`src/rtl/ram_program_loader_if.sv`:
```
// Host word stream plus single-port RAM bus shared between the program loader
// (master) and the host/RAM side (slave).
interface ram_program_loader_if #(
  parameter int ADDR_WIDTH = 14,
  parameter int DATA_WIDTH = 16
);
  logic                  in_valid;
  logic                  in_ready;
  logic [DATA_WIDTH-1:0] in_data;
  logic                  in_last;
  logic [ADDR_WIDTH-1:0] ram_addr;
  logic [DATA_WIDTH-1:0] ram_wdata;
  logic [DATA_WIDTH-1:0] ram_rdata;
  logic                  ram_cs;
  logic                  ram_we;
  logic                  ram_oe;

  modport master (
    input  in_valid, in_data, in_last, ram_rdata,
    output in_ready, ram_addr, ram_wdata, ram_cs, ram_we, ram_oe
  );

  modport slave (
    output in_valid, in_data, in_last, ram_rdata,
    input  in_ready, ram_addr, ram_wdata, ram_cs, ram_we, ram_oe
  );
endinterface

```
`src/rtl/ram_program_loader.sv`:
```
// Streams a program image into RAM from base_addr, then raises cpu_start.
// Define LOADER_VERIFY_EN to read back and compare every word (4 cycles/word).
module ram_program_loader #(
  parameter int ADDR_WIDTH = 14,
  parameter int DATA_WIDTH = 16
) (
  input  logic                  clk,
  input  logic                  rst_n,
  input  logic                  start,
  input  logic [ADDR_WIDTH-1:0] base_addr,
  ram_program_loader_if.master  bus,
  output logic                  busy,
  output logic                  cpu_start,
  output logic [ADDR_WIDTH-1:0] pc_init,
  output logic [ADDR_WIDTH:0]   word_count,
  output logic                  overflow_err,
  output logic                  verify_err
);
  typedef enum logic [2:0] {S_IDLE, S_LOAD, S_WR, S_RD, S_CMP, S_DONE} state_t;

  state_t                r_state, w_state_next;
  logic                  r_in_ready, w_in_ready_next;
  logic                  r_busy, w_busy_next;
  logic                  r_cpu_start, w_cpu_start_next;
  logic                  r_ram_cs, w_ram_cs_next;
  logic                  r_ram_we, w_ram_we_next;
  logic                  r_ram_oe, w_ram_oe_next;
  logic [ADDR_WIDTH-1:0] r_ram_addr, w_ram_addr_next;
  logic [DATA_WIDTH-1:0] r_ram_wdata, w_ram_wdata_next;
  logic [ADDR_WIDTH-1:0] r_addr, w_addr_next;
  logic [ADDR_WIDTH-1:0] r_pc_init, w_pc_init_next;
  logic [ADDR_WIDTH:0]   r_word_count, w_word_count_next;
  logic                  r_overflow, w_overflow_next;
`ifdef LOADER_VERIFY_EN
  logic                  r_end, w_end_next;
  logic                  r_verify_err, w_verify_err_next;
`endif

  logic w_start_ok, w_accept, w_at_top, w_end;
  assign w_start_ok = start && (r_state == S_IDLE || r_state == S_DONE);
  assign w_accept   = (r_state == S_LOAD) && r_in_ready && bus.in_valid;
  assign w_at_top   = &r_addr;
  assign w_end      = bus.in_last || w_at_top;

  always_ff @(posedge clk or negedge rst_n) begin
    if (!rst_n) begin
      r_state      <= S_IDLE;
      r_in_ready   <= 1'b0;
      r_busy       <= 1'b0;
      r_cpu_start  <= 1'b0;
      r_ram_cs     <= 1'b0;
      r_ram_we     <= 1'b0;
      r_ram_oe     <= 1'b1;
      r_ram_addr   <= '0;
      r_ram_wdata  <= '0;
      r_addr       <= '0;
      r_pc_init    <= '0;
      r_word_count <= '0;
      r_overflow   <= 1'b0;
`ifdef LOADER_VERIFY_EN
      r_end        <= 1'b0;
      r_verify_err <= 1'b0;
`endif
    end else begin
      r_state      <= w_state_next;
      r_in_ready   <= w_in_ready_next;
      r_busy       <= w_busy_next;
      r_cpu_start  <= w_cpu_start_next;
      r_ram_cs     <= w_ram_cs_next;
      r_ram_we     <= w_ram_we_next;
      r_ram_oe     <= w_ram_oe_next;
      r_ram_addr   <= w_ram_addr_next;
      r_ram_wdata  <= w_ram_wdata_next;
      r_addr       <= w_addr_next;
      r_pc_init    <= w_pc_init_next;
      r_word_count <= w_word_count_next;
      r_overflow   <= w_overflow_next;
`ifdef LOADER_VERIFY_EN
      r_end        <= w_end_next;
      r_verify_err <= w_verify_err_next;
`endif
    end
  end

  always_comb begin
    w_state_next = r_state;
    case (r_state)
      S_IDLE, S_DONE: if (w_start_ok) w_state_next = S_LOAD;
`ifdef LOADER_VERIFY_EN
      S_LOAD: if (w_accept) w_state_next = S_WR;
      S_WR:   w_state_next = S_RD;
      S_RD:   w_state_next = S_CMP;
      S_CMP:  w_state_next = r_end ? S_DONE : S_LOAD;
`else
      S_LOAD: if (w_accept && w_end) w_state_next = S_WR;
      // Final word: one cycle with the strobe, one idle cycle, then DONE.
      S_WR:   if (!r_ram_we) w_state_next = S_DONE;
`endif
      default: w_state_next = S_IDLE;
    endcase
  end

  always_comb begin
    w_in_ready_next   = (w_state_next == S_LOAD);
    w_busy_next       = (w_state_next == S_LOAD) || (w_state_next == S_WR) ||
                        (w_state_next == S_RD)   || (w_state_next == S_CMP);
    w_cpu_start_next  = (w_state_next == S_DONE);
    w_ram_cs_next     = 1'b0;
    w_ram_we_next     = 1'b0;
    w_ram_oe_next     = 1'b1;
    w_ram_addr_next   = r_ram_addr;
    w_ram_wdata_next  = r_ram_wdata;
    w_addr_next       = r_addr;
    w_pc_init_next    = r_pc_init;
    w_word_count_next = r_word_count;
    w_overflow_next   = r_overflow;
`ifdef LOADER_VERIFY_EN
    w_end_next        = r_end;
    w_verify_err_next = r_verify_err;
`endif
    if (w_start_ok) begin
      w_pc_init_next    = base_addr;
      w_addr_next       = base_addr;
      w_word_count_next = '0;
      w_overflow_next   = 1'b0;
`ifdef LOADER_VERIFY_EN
      w_verify_err_next = 1'b0;
`endif
    end
    if (w_accept) begin
      w_ram_addr_next   = r_addr;
      w_ram_wdata_next  = bus.in_data;
      w_ram_cs_next     = 1'b1;
      w_ram_we_next     = 1'b1;
      w_ram_oe_next     = 1'b0;
      w_word_count_next = r_word_count + (ADDR_WIDTH+1)'(1);
      // The address saturates at the top; the load ends there anyway.
      if (!w_at_top) w_addr_next = r_addr + ADDR_WIDTH'(1);
      if (w_at_top && !bus.in_last) w_overflow_next = 1'b1;
`ifdef LOADER_VERIFY_EN
      w_end_next = w_end;
`endif
    end
`ifdef LOADER_VERIFY_EN
    if (r_state == S_WR) w_ram_cs_next = 1'b1;
    if (r_state == S_CMP && bus.ram_rdata != r_ram_wdata) w_verify_err_next = 1'b1;
`endif
  end

  assign bus.in_ready  = r_in_ready;
  assign bus.ram_addr  = r_ram_addr;
  assign bus.ram_wdata = r_ram_wdata;
  assign bus.ram_cs    = r_ram_cs;
  assign bus.ram_we    = r_ram_we;
  assign bus.ram_oe    = r_ram_oe;
  assign busy          = r_busy;
  assign cpu_start     = r_cpu_start;
  assign pc_init       = r_pc_init;
  assign word_count    = r_word_count;
  assign overflow_err  = r_overflow;
`ifdef LOADER_VERIFY_EN
  assign verify_err    = r_verify_err;
`else
  assign verify_err    = 1'b0;
`endif
endmodule

```
`src/flat_wrapper.sv`:
```
// flat-port wrapper written by rule: the top's interface ports become plain ports
module ram_program_loader_flat 
#(
  parameter int ADDR_WIDTH = 14,
  parameter int DATA_WIDTH = 16
)
  (clk, rst_n, start, base_addr, busy, cpu_start, pc_init, word_count, overflow_err, verify_err, bus_in_valid, bus_in_data, bus_in_last, bus_ram_rdata, bus_in_ready, bus_ram_addr, bus_ram_wdata, bus_ram_cs, bus_ram_we, bus_ram_oe);
  ram_program_loader_if #(.ADDR_WIDTH(ADDR_WIDTH), .DATA_WIDTH(DATA_WIDTH)) bus_i ();
  input  logic clk;
  input  logic rst_n;
  input  logic start;
  input  logic [ADDR_WIDTH-1:0] base_addr;
  output logic busy;
  output logic cpu_start;
  output logic [ADDR_WIDTH-1:0] pc_init;
  output logic [ADDR_WIDTH:0] word_count;
  output logic overflow_err;
  output logic verify_err;
  input wire logic [$bits(bus_i.in_valid)-1:0] bus_in_valid;
  input wire logic [$bits(bus_i.in_data)-1:0] bus_in_data;
  input wire logic [$bits(bus_i.in_last)-1:0] bus_in_last;
  input wire logic [$bits(bus_i.ram_rdata)-1:0] bus_ram_rdata;
  output wire logic [$bits(bus_i.in_ready)-1:0] bus_in_ready;
  output wire logic [$bits(bus_i.ram_addr)-1:0] bus_ram_addr;
  output wire logic [$bits(bus_i.ram_wdata)-1:0] bus_ram_wdata;
  output wire logic [$bits(bus_i.ram_cs)-1:0] bus_ram_cs;
  output wire logic [$bits(bus_i.ram_we)-1:0] bus_ram_we;
  output wire logic [$bits(bus_i.ram_oe)-1:0] bus_ram_oe;
  assign bus_i.in_valid = bus_in_valid;
  assign bus_i.in_data = bus_in_data;
  assign bus_i.in_last = bus_in_last;
  assign bus_i.ram_rdata = bus_ram_rdata;
  assign bus_in_ready = bus_i.in_ready;
  assign bus_ram_addr = bus_i.ram_addr;
  assign bus_ram_wdata = bus_i.ram_wdata;
  assign bus_ram_cs = bus_i.ram_cs;
  assign bus_ram_we = bus_i.ram_we;
  assign bus_ram_oe = bus_i.ram_oe;
  ram_program_loader #(.ADDR_WIDTH(ADDR_WIDTH), .DATA_WIDTH(DATA_WIDTH)) u_core (.clk(clk), .rst_n(rst_n), .start(start), .base_addr(base_addr), .bus(bus_i), .busy(busy), .cpu_start(cpu_start), .pc_init(pc_init), .word_count(word_count), .overflow_err(overflow_err), .verify_err(verify_err));
endmodule
```
`config.mk`:
```
export PLATFORM = sky130hd
export DESIGN_NAME = ram_program_loader_flat
export DESIGN_NICKNAME = d
export VERILOG_FILES = /design/src/rtl/ram_program_loader_if.sv /design/src/rtl/ram_program_loader.sv /design/src/flat_wrapper.sv
export SDC_FILE = /design/constraint.sdc
export NUM_CORES = 1
export LEC_CHECK = 0
export BUFFER_PORTS_ARGS = -buffer_cell sky130_fd_sc_hd__buf_2
export CAP_MARGIN = 25
export CORE_MARGIN = 10
export CORE_UTILIZATION = 25
export CTS_CLUSTER_SIZE = 25
export DETAILED_ROUTE_END_ITERATION = 12
export HOLD_SLACK_MARGIN = 0.06
export PLACE_DENSITY = 0.51
export SYNTH_ARGS = -nofsm -noshare
export SYNTH_HDL_FRONTEND = slang
export SYNTH_SLANG_ARGS = --single-unit
```
`constraint.sdc`:
```
create_clock -name clk -period 2.1 [get_ports clk]
set_input_delay 0.105 -clock clk [delete_from_list [all_inputs] [get_ports clk]]
set_output_delay 0.105 -clock clk [all_outputs]
set_load 0.01 [all_outputs]
```
* Yosys cells after proc, flatten, opt, wreduce, memory -nomap -nowiden
Cells that the tools add are included.
** Operators by class
- $add $sub $neg :: 2
- Equality and inequality tests :: 8
- Multiplexer cells :: 14
- Reductions and logical operators :: 15
** Operators with widths (number)
- 14-bit two-way mux :: 3
- 15-bit two-way mux :: 2
- 15-bit by 1-bit adder with 15-bit output, second input constant :: 1
- 14-bit by 1-bit adder with 14-bit output, second input constant :: 1
- 14-bit AND reduction :: 1
- 3-bit by 2-bit == test with 1-bit output, second input constant :: 3
- 3-bit == test, second input constant :: 3
- 3-bit two-way mux :: 3
- 3-bit case mux with 3 select lines :: 1
- 3-bit by 1-bit == test with 1-bit output, second input constant :: 2
- 1-bit logical AND :: 5
- 1-bit logical OR :: 5
- 1-bit two-way mux :: 5
- 3-bit logical NOT :: 1
- 2-bit nonzero test :: 1
- 2-bit OR reduction :: 1
- 1-bit logical NOT :: 1
** Storage, ports and cells
- Register bits :: 82
- Bits of input ports :: 51
- Logic and storage cells :: 51

* Logic depth before layout (Yosys ltp)
- Depth in word-level cells :: 10
- Gate-level depth with buffers :: 8

* Least setup slack after synthesis
No wires, ideal clock.
- Path kind :: register -> register
- From :: register u_core.r_addr[0]
- To :: register u_core.r_addr[5]
- Setup time :: 0.123 ns
- Data arrival time :: 1.581 ns
- Path slack :: 0.396 ns
- Stages on the path, launching flop included :: 6
- Path buffers :: 0
- Period minus slack after synthesis :: 1.704 ns
- Cell sequence :: dfrtp_1 ha_1 nand3_1 nor4_4 o21ai_2 o221a_1
** Between the ends
- Word-level cells in the longest chain between the ends :: 3
- Elaborated cells on any way between the ends :: 4
** Ends and longest elaborated chain
- start: declaration :: line ram_program_loader.sv:30 : logic [ADDR_WIDTH-1:0] r_addr, w_addr_next;
- start signal: assignment :: line ram_program_loader.sv:74 : r_addr <= w_addr_next;
- 14-bit by 1-bit adder with 14-bit output or 14-bit AND reduction (tied branches) :: line ram_program_loader.sv:138, ram_program_loader.sv:42
- 14-bit two-way mux * :: line ram_program_loader.sv:138 : if (!w_at_top) w_addr_next = r_addr + ADDR_WIDTH'(1);
- 14-bit two-way mux * :: line ram_program_loader.sv:130 : if (w_accept) begin
- named net u_core.w_addr_next[5] :: line ram_program_loader.sv:30
The timed path passes the listed nets; every way through them passes the cells marked *.
A chain may end at the register's enable or synchronous reset.

* Worst setup path after layout
- From :: register u_core.r_addr[1]
- To :: register u_core.r_addr[2]
Same word-level chain as after synthesis.

==> flow_metrics.env <==
export IMPL_outcome="finished, final reports clean"
export IMPL_ctsLongestPathBuffers=2
export IMPL_fin_area_um2=5160
export IMPL_dpl_instance_area_um2=4520
export IMPL_grt_first_pass_wirelength_um=19200
export IMPL_cts_root_buffer="clkbuf_16"
export IMPL_detailroute_via_count=3473
export IMPL_clock_power_share_pct=22.8
export IMPL_cell_internal_pwr_mw=4.30
export IMPL_timing_critical_path_fanout_max=6
export IMPL_tritoncts="built"
export IMPL_place_gp_congestion=0.832
export IMPL_holdCritPathClass="input pin to flip-flop"
export IMPL_cp_slowest_cell="dfrtp_1"
export IMPL_final_min_period_over_clock_period_pct=94.6
export IMPL_tns_ns=0
export IMPL_power_switching_fraction_pct=39.2
export IMPL_multi_input_area_um2=1580
export IMPL_crit_path_max_incr_delay_ns=0.44
export IMPL_worst_ep_required_time_ns=2.34
export IMPL_worstPathArrival_ns=2.23
export IMPL_slew_headroom_pct=60.7
export IMPL_clock_sink_count=82
export IMPL_core_ar_um2=14600
export IMPL_final_nets=596
export IMPL_maximum_number_of_pins_on_one_net_before_global_route_repair=45
export IMPL_comb_power_share_pct=39.0
export IMPL_synth_warning_count=0
export IMPL_clkLatencyLatePin_ns=0.34
export IMPL_grt_remaining_overflow=0
export IMPL_drtIter0Drc=192
export IMPL_antenna_violating_nets_post_route=0
export IMPL_drcViolationCount=0
export IMPL_vias_in_the_first_global_route=3567
export IMPL_met3_length_um=766
export IMPL_routed_wl_um=11600
export IMPL_max_cap_viol_count=0
export IMPL_f_max_mhz=504
export IMPL_uppermost_layer_routed="met4"
export IMPL_yosysSeqAreaShare_pct=54.4
export IMPL_grt_setup_unrepaired="false"
export IMPL_routed_wl_met2_um=5340
export IMPL_wirelength_met1_um=5360
export IMPL_leakagePower_nw=2.61
export IMPL_synth_top_cells_by_area="dfrtp_1, nand2_1, nand3_1"
export IMPL_pwr_density_cell_nw_per_um2=1370
export IMPL_clock_skew_final_ns=0.00677
export IMPL_dp_slack_ns=0.160
export IMPL_die_w_um=143
export IMPL_fillers=1511
export IMPL_synth_top_flop_cell="dfrtp_1"
export IMPL_syn_nets=459
export IMPL_io_pins=118
export IMPL_report_final_setup_viol=0
export IMPL_worst_slack_ns=0.114
export IMPL_htree_levels=3
export IMPL_flow_area_growth_from_synthesis_pct=36.6
export IMPL_place_hpwl_um=8320
export IMPL_fraction_of_layout_instances_using_a_drive_strength_above_1_pct=26.5
export IMPL_post_synth_instance_area_um2=3770
export IMPL_cts_inserted_buffers=9
export IMPL_synth_async_reset_ratio_pct=100
export IMPL_floorplan_die_area_um2=20400
export IMPL_post_synth_top_area_cell="dfrtp_1"
export IMPL_core_rowCount=44
export IMPL_die_span_in_y_um=143
export IMPL_worstSetupStartpointType="flip-flop"
export IMPL_firstDrtPassIters=5
export IMPL_hold_viol=0
export IMPL_ys_types=61
export IMPL_synth_avg_cell_area_um2=9.29
export IMPL_detail_route_vias_per_cell=4.74
export IMPL_ctsResizeCount=0
export IMPL_netlist_area_leader_share_pct=53.7
export IMPL_power_switching_mw=2.78
export IMPL_grt_antenna_before_repair=0
export IMPL_timing_worst_setup_path_type="flip-flop to flip-flop"
export IMPL_share_seq_of_total_power_pct=38.2
export IMPL_yosys_register_bits=82
export IMPL_wl_per_cell_um=15.9
export IMPL_placement_io_buffers=100
export IMPL_end_kind="flip-flop"
export IMPL_global_route_usage_over_all_layers_pct=11.7
export IMPL_synthCells=406
export IMPL_final_period_minus_worst_setup_slack_ns=1.99
export IMPL_initial_utilization_pct=25.8
export IMPL_vdd_drop_max_mv=0.643
export IMPL_worst_setup_hold_path_clk_slew_ns=0.06
export IMPL_ys_top_cells_by_count="nand2_1, dfrtp_1, nand3_1"
export IMPL_final_seq_area_um2=2050
export IMPL_final_max_slew_violation_count=0
export IMPL_antenna_cells=0
export IMPL_worst_slew_pin_slew_ns=0.590
export IMPL_post_synth_top_count_cell="nand2_1"
export IMPL_count_of_flip_flops_with_a_built_in_enable_after_synthesis=0
export IMPL_path_cells="ha_1 > nand3_1 > nor4_4 > buf_4 > o32ai_1 > a211oi_1"
## sequential cells by signal, summed over array words and instances, names as in the netlist
| name | flops |
|---|---|
| u_core.cpu_start | 1 |
| u_core.overflow_err | 1 |
| u_core.bus.ram_cs | 1 |
| u_core.bus.ram_addr | 14 |
| u_core.r_state | 3 |
| u_core.bus.ram_wdata | 16 |
| u_core.word_count | 15 |
| u_core.busy | 1 |
| u_core.bus.ram_oe | 1 |
| u_core.pc_init | 14 |
| u_core.r_addr | 14 |
| u_core.bus.in_ready | 1 |
## layout make-up
cell class | instances | area share (%)
Timing Repair Buffer | 149 | 18.7
Clock inverter | 4 | 0.946
Clock buffer | 12 | 4.97
Sequential cell | 82 | 39.8
Multi-Input combinational cell | 295 | 30.7
Inverter | 6 | 0.437
Tap cell | 184 | 4.46
## power by group through the flow
stage               logic (mW)  clock network, mW  registers [mW]
finish                    2.76               1.61            2.71
global route              3.13               1.74            2.80
CTS                       2.81               1.68            2.71
detailed placement        2.76                  0            2.72
global placement          2.72                  0            2.69
floorplan                 1.51                  0            2.84
## layout by cell type, fill, tap and decap left out, drive strengths merged, types with 6 or more instances in the layout
cell type / n
and3: 6
buf: 117
clkbuf: 12
dfrtp: 81
dlygate4sd3: 32
inv: 7
mux2i: 8
nand2: 154
nand3: 20
nand4: 8
nor2: 10
nor3: 9
o21ai: 9
## routing by layer
metal / vias up / global-route usage [%]
met5: - / 0
met2: 112 / 18.4
met3: 14 / 3.62
met1: 1672 / 15.0
li1: 1675 / -
met4: 0 / 3.96
## kinds of logic after synthesis
kind of cell | Yosys count | share of synthesized area [%]
adder cells (fa/ha/maj) | 2 | 0.663
flip-flops | 82 | 54.4
AO/OA/AOI/OAI | 54 | 10.6
multiplexers | 9 | 2.42
XOR/XNOR | 1 | 0.232
buffers and inverters | 29 | 3.68
other | 1 | 0.0994
AND/OR/NAND/NOR | 228 | 27.9
## worst max-delay path, delay by kind of cell (launching register included)
family | cells | cell delay (ns)
flops | 1 | 0.44
compound gates | 2 | 0.29
buf+inv | 1 | 0.20
fa+ha+maj | 1 | 0.25
simple gates | 2 | 0.70
## timing repair
item / CTS / global route
setup endpoints to repair: 0 / 2
hold endpoints to repair: 72 / 0
hold buffers: 32 / 0
setup buffers: 0 / 1
## path summary, 6_finish.rpt
kind	cells after the start	end	slack, ns	from
max	6	u_core.r_addr[2]	0.11	u_core.r_addr[1]
min	3	u_core.r_state[0]	0.14	start
max reg2reg	6	u_core.r_addr[2]	0.11	u_core.r_addr[1]
min reg2reg	2	u_core.bus.ram_wdata[0]	0.47	u_core.bus.ram_wdata[0]
max in group asynchronous	3	u_core.bus.ram_wdata[13]	1.03	rst_n
min in group asynchronous	2	u_core.bus.ram_wdata[0]	0.32	rst_n
## stage by stage
stage / hold slack, ns / total power [mW] / std cells / utilization (%)
2_1_floorplan: -0.191 / 4.35 / 406 / -
3_3_place_gp: 0.142 / 5.41 / 683 / 30.9
3_5_place_dp: 0.151 / 5.48 / 683 / 30.9
4_1_cts: 0.130 / 7.20 / 731 / 35.2
5_1_grt: 0.168 / 7.67 / 732 / 35.2
6_report: 0.140 / 7.08 / 732 / 35.2
Note: power is estimated with default switching activity, not from simulation.
